===== config.mk =====
export PLATFORM = sky130hd
export DESIGN_NAME = d_mem_responder
export DESIGN_NICKNAME = d
export VERILOG_FILES = /design/src/rtl/dmem_pkg.sv /design/src/rtl/d_mem_array.sv /design/src/rtl/d_mem_responder.sv
export SDC_FILE = /design/constraint.sdc
export NUM_CORES = 2
export LEC_CHECK = 0
export CAP_MARGIN = 20
export CELL_PAD_IN_SITES_DETAIL_PLACEMENT = 0
export CELL_PAD_IN_SITES_GLOBAL_PLACEMENT = 1
export CORE_ASPECT_RATIO = 0.9
export CORE_MARGIN = 1
export CORE_UTILIZATION = 40
export DETAILED_ROUTE_END_ITERATION = 10
export PLACE_DENSITY_LB_ADDON = 0.15
export SLEW_MARGIN = 0
export SYNTH_ARGS = -nofsm -noshare
export SYNTH_HDL_FRONTEND = slang
export SYNTH_SLANG_ARGS = --single-unit
export TNS_END_PERCENT = 10

===== constraint.sdc =====
create_clock -name Clk -period 8.74 [get_ports Clk]
set_input_delay 1.748 -clock Clk [delete_from_list [all_inputs] [get_ports Clk]]
set_output_delay 1.748 -clock Clk [all_outputs]
set_load 0.05 [all_outputs]

===== src/rtl/dmem_pkg.sv =====
// Shared definitions for the MEM-stage data-memory responder.
package dmem_pkg;

    typedef enum logic [1:0] {
        IDLE = 2'd0,
        WAIT = 2'd1,
        RESP = 2'd2
    } dmem_state_e;

    localparam int DMEM_ADDR_BITS   = 8;
    localparam int DMEM_WAIT_CYCLES = 2;
    localparam int DMEM_DATA_W      = 16;
    localparam int DMEM_CNT_W       = 4;

endpackage


===== src/rtl/d_mem_array.sv =====
// Word storage: synchronous write, registered read, no reset so it maps onto block RAM.
module d_mem_array #(
    parameter int ADDR_BITS = 8,
    parameter int DATA_W    = 16
) (
    input  logic                 Clk,
    input  logic                 en,
    input  logic                 we,
    input  logic [ADDR_BITS-1:0] addr,
    input  logic [DATA_W-1:0]    wdata,
    output logic [DATA_W-1:0]    rdata
);

    logic [DATA_W-1:0] mem [0:(1<<ADDR_BITS)-1];

    // Read-first: a store's rdata is never consumed, the responder echoes wdata instead.
    always_ff @(posedge Clk) begin
        if (en) begin
            if (we)
                mem[addr] <= wdata;
            rdata <= mem[addr];
        end
    end

endmodule


===== src/rtl/d_mem_responder.sv =====
// Load/store responder with programmable wait states and a one-cycle response pulse.
module d_mem_responder
    import dmem_pkg::*;
#(
    parameter int ADDR_BITS   = DMEM_ADDR_BITS,
    parameter int WAIT_CYCLES = DMEM_WAIT_CYCLES,
    parameter int DATA_W      = DMEM_DATA_W
) (
    input  logic              Clk,
    input  logic              Rst,
    input  logic              req_valid,
    input  logic              req_write,
    input  logic [15:0]       req_addr,
    input  logic [DATA_W-1:0] req_wdata,
    output logic              req_ready,
    output logic              resp_valid,
    output logic [DATA_W-1:0] resp_rdata,
    output logic              busy
);

    localparam bit ZERO_WAIT = (WAIT_CYCLES == 0);
    localparam logic [DMEM_CNT_W-1:0] CNT_INIT =
        (WAIT_CYCLES > 0) ? DMEM_CNT_W'(WAIT_CYCLES - 1) : '0;

    dmem_state_e           state;
    logic [DMEM_CNT_W-1:0] cnt;
    logic                  write_q;
    logic [ADDR_BITS-1:0]  addr_q;
    logic [DATA_W-1:0]     wdata_q;

    logic                  accept;
    logic                  ram_en;
    logic                  ram_we;
    logic [ADDR_BITS-1:0]  ram_addr;
    logic [DATA_W-1:0]     ram_wdata;
    logic [DATA_W-1:0]     ram_rdata;

    assign req_ready = (state == IDLE);
    assign busy      = (state != IDLE);
    assign accept    = req_ready && req_valid;

    generate
        if (ADDR_BITS < 16) begin : g_addr_hi
            logic unused_addr_hi;
            assign unused_addr_hi = ^req_addr[15:ADDR_BITS];
        end
    endgenerate

    // With no wait states the access happens on the accept edge straight from the request
    // inputs; otherwise it uses the latched request on the last WAIT edge.
    always_comb begin
        ram_en    = 1'b0;
        ram_we    = 1'b0;
        ram_addr  = addr_q;
        ram_wdata = wdata_q;
        if (ZERO_WAIT) begin
            ram_en    = accept;
            ram_we    = accept && req_write;
            ram_addr  = req_addr[ADDR_BITS-1:0];
            ram_wdata = req_wdata;
        end else begin
            ram_en    = (state == WAIT) && (cnt == '0);
            ram_we    = ram_en && write_q;
        end
    end

    d_mem_array #(
        .ADDR_BITS (ADDR_BITS),
        .DATA_W    (DATA_W)
    ) u_array (
        .Clk   (Clk),
        .en    (ram_en),
        .we    (ram_we),
        .addr  (ram_addr),
        .wdata (ram_wdata),
        .rdata (ram_rdata)
    );

    // The RAM output is valid during RESP; the response pulse is registered from there.
    always_ff @(posedge Clk or negedge Rst) begin
        if (!Rst) begin
            state      <= IDLE;
            cnt        <= '0;
            write_q    <= 1'b0;
            addr_q     <= '0;
            wdata_q    <= '0;
            resp_valid <= 1'b0;
            resp_rdata <= '0;
        end else begin
            resp_valid <= 1'b0;
            case (state)
                IDLE: begin
                    if (req_valid) begin
                        write_q <= req_write;
                        addr_q  <= req_addr[ADDR_BITS-1:0];
                        wdata_q <= req_wdata;
                        if (ZERO_WAIT) begin
                            state <= RESP;
                        end else begin
                            cnt   <= CNT_INIT;
                            state <= WAIT;
                        end
                    end
                end
                WAIT: begin
                    if (cnt == '0)
                        state <= RESP;
                    else
                        cnt <= cnt - 1'b1;
                end
                RESP: begin
                    state      <= IDLE;
                    resp_valid <= 1'b1;
                    resp_rdata <= write_q ? wdata_q : ram_rdata;
                end
                default: state <= IDLE;
            endcase
        end
    end

endmodule


==> impl_metrics.tcl <==
set metrics [dict create \
    cts-hold-fix-buffers 0 \
    cts_resized 0 \
    worst_pin_slew_ps 1814 \
    grt-ovfl-total 0 \
    cts_inserted_buffers 421 \
    fmax_mhz 204.7 \
    design_area_um2 180000 \
    synth_cell_types 31 \
    rsz0062_at_grt "no" \
    synth_seq_cells 4160 \
    ys.flop_type "edfxtp_1" \
    r2r-start "cnt[0]" \
    asyncSetResetFlopFracSynth_pct 1.154 \
    rows 218 \
    path_clk_slew_ps 70 \
    insertion_delay_ps 980 \
    post_cts_buffers 0 \
    reg2reg_slack_ps 3860 \
    critPathLaunch "cnt[0]" \
    failed_checks "slew limit" \
    num-nets-final 7353 \
    synthCells 6861 \
    antenna_left 0 \
    min_from "resp_rdata[11]" \
    synth_seq_area_share_pct 79.23 \
    ys_warn_count 0 \
    maxSlewHeadroom_pct -20.95 \
    fin_crit_sh_pct 55.89 \
    fp.dieH_um 597.1 \
    via_per_inst 5.752 \
    vias 73850 \
    cts_root_buf "clkbuf_16" \
    instances_no_fill 12840 \
    dieArea_um2 395900 \
    area_growth_pct 14.39 \
    grtUsageTotal_pct 21.18 \
    r2r_cells 9 \
    start_util_pct 40.18 \
    hold_path_class "flop to flop" \
    worstSetupEndpoint "u_array.mem[206][5]" \
    rr_endpoint "u_array.mem[206][5]" \
    wl_per_cell_um 33.01 \
    worstSetupStartpointType "flop" \
    crit_path_max_fanout 9 \
    cts_htree_levels 5 \
    fillCellCount 32510 \
    antenna_found_initial 21 \
    layout_common_cells "edfxtp_1, mux4_2, a22oi_1" \
    place.gp.congestion 0.7867 \
    syn_area_per_cell_um2 22.94 \
    required_ps 9410 \
    cts_tree "yes" \
    dp.cells 12060 \
    endpoint_kind "flop" \
    drt_pass1_iterations 5 \
    syn_nets 6898 \
    critical_path_class "flop to flop" \
    cap_violations 0 \
    core_area_um2 391700 \
    cts_sinks 4160 \
    final-hold-violation-count 0 \
    skew_ps 38.26 \
    final-setup-viol-count 0 \
    drc 0 \
    final_common_cell "edfxtp_1" \
    finalPower_mw 60.91 \
    grt_pass1_vias 75280 \
    routed_wl_um 423800 \
    clock_path_buffers 4 \
    die_w_um 663.2 \
    drt_iter0_drc 8101 \
    ir_worst_vdd_v 0.0002888 \
    dpl_cell_area_um2 166600 \
    power_density_nw_per_um2 338.3 \
    p_leak_nw 55.09 \
    outcome "finished with violations" \
    dp_hpwl_um 242200 \
    ios 55 \
    io_buffers 46 \
    synth_area_um2 157400 \
    grt_pass1_wl_um 594200 \
    synth_edf_count 4112 \
    drive_above_1_share_pct 28.19 \
    arrival_ps 5560 \
    final_max_slew_viol_count 136 \
    fin_crit_ps 4885 \
    tns_ps 0 \
    grt_max_degree 196 \
]
-- how the worst min path moves through the flow --
stage / depth (start not counted) / end
finish: 2 / resp_rdata[11]
global route: 1 / cnt[0]
CTS: 2 / resp_rdata[11]
detailed placement: 2 / resp_rdata[11]
global placement: 2 / resp_rdata[14]
floorplan: 1 / cnt[0]
-- report_power, final --
| part | switching, mW | internal (mW) |
|---|---|---|
| clock network | 7.54 | 10.1 |
| logic | 11.3 | 5.90 |
| registers | 0.916 | 25.2 |
-- state kept, by name, summed over array words and instances, names as in the netlist --
| register | cells |
|---|---|
| ram_wdata | 16 |
| resp_rdata | 16 |
| write_q | 1 |
| u_array.rdata | 16 |
| addr_q | 8 |
| resp_valid | 1 |
| state | 2 |
| u_array.mem | 4096 |
| cnt | 4 |
-- through the flow --
| step | setup WS, ps | util [%] | hold slack (ps) |
|---|---|---|---|
| 2_1_floorplan | 4739 | - | 454.4 |
| 3_3_place_gp | 3624 | 42.43 | 482.2 |
| 3_5_place_dp | 3807 | 42.53 | 474.3 |
| 4_1_cts | 3755 | 45.93 | 487.8 |
| 5_1_grt | 3647 | 45.95 | 515.6 |
| 6_report | 3855 | 45.96 | 480.3 |
-- critical path, cell delays in order (launching register included) --
cell and delay (ps):
dfrtp_1 410, inv_1 70, ha_1 150, nor3b_1 420, nand3_1 380, nor3b_1 840, nand2_2 640, buf_4 480
nor2_1 800, buf_4 360
-- layer usage --
layer  GRT usage (%)  vias to the layer above  share of wire (%)
li1                -                    30480                  -
met1           30.68                    40450                 43
met2           33.75                     2420                 48
met3           3.617                      499                6.8
met4           4.972                        2                2.3
met5               0                        -             0.0017
-- synthesized netlist by cell type (16+ instances only) --
cell | n | share of area (%)
o21ai_0 | 16 | 0.051
nand4_1 | 16 | 0.064
nor2_1 | 263 | 0.63
mux4_2 | 1024 | 15
buf_1 | 47 | 0.11
a22oi_1 | 512 | 2.4
buf_2 | 71 | 0.23
buf_6 | 17 | 0.12
mux2i_1 | 16 | 0.10
buf_4 | 27 | 0.13
edfxtp_1 | 4112 | 78
nand2_1 | 47 | 0.11
o41ai_1 | 64 | 0.36
clkbuf_1 | 259 | 0.62
dfrtp_1 | 48 | 0.76
a21oi_1 | 257 | 0.82
mux2_2 | 25 | 0.18
-- cells by family after synthesis --
family          share of synthesized area (%)
compound gates                          3.677
simple gates                           0.9262
flops                                   79.23
buf+inv                                 1.216
mux                                     14.94
fa+ha+maj                            0.007949
xor+xnor                              0.01113
-- cell type report --
cell class              count  area (um2)  area share (%)
diodes                      7       17.52        0.009731
clock buffers             529       11100           6.165
clock inverters           240        2213           1.230
inverters                   4       15.01        0.008341
multi-input cells        2276       31280           17.38
flip-flops and latches   4160      124700           69.30
well taps                5170        6469           3.593
repair buffers            453        4175           2.319
Note: power is estimated with default switching activity, not from simulation.
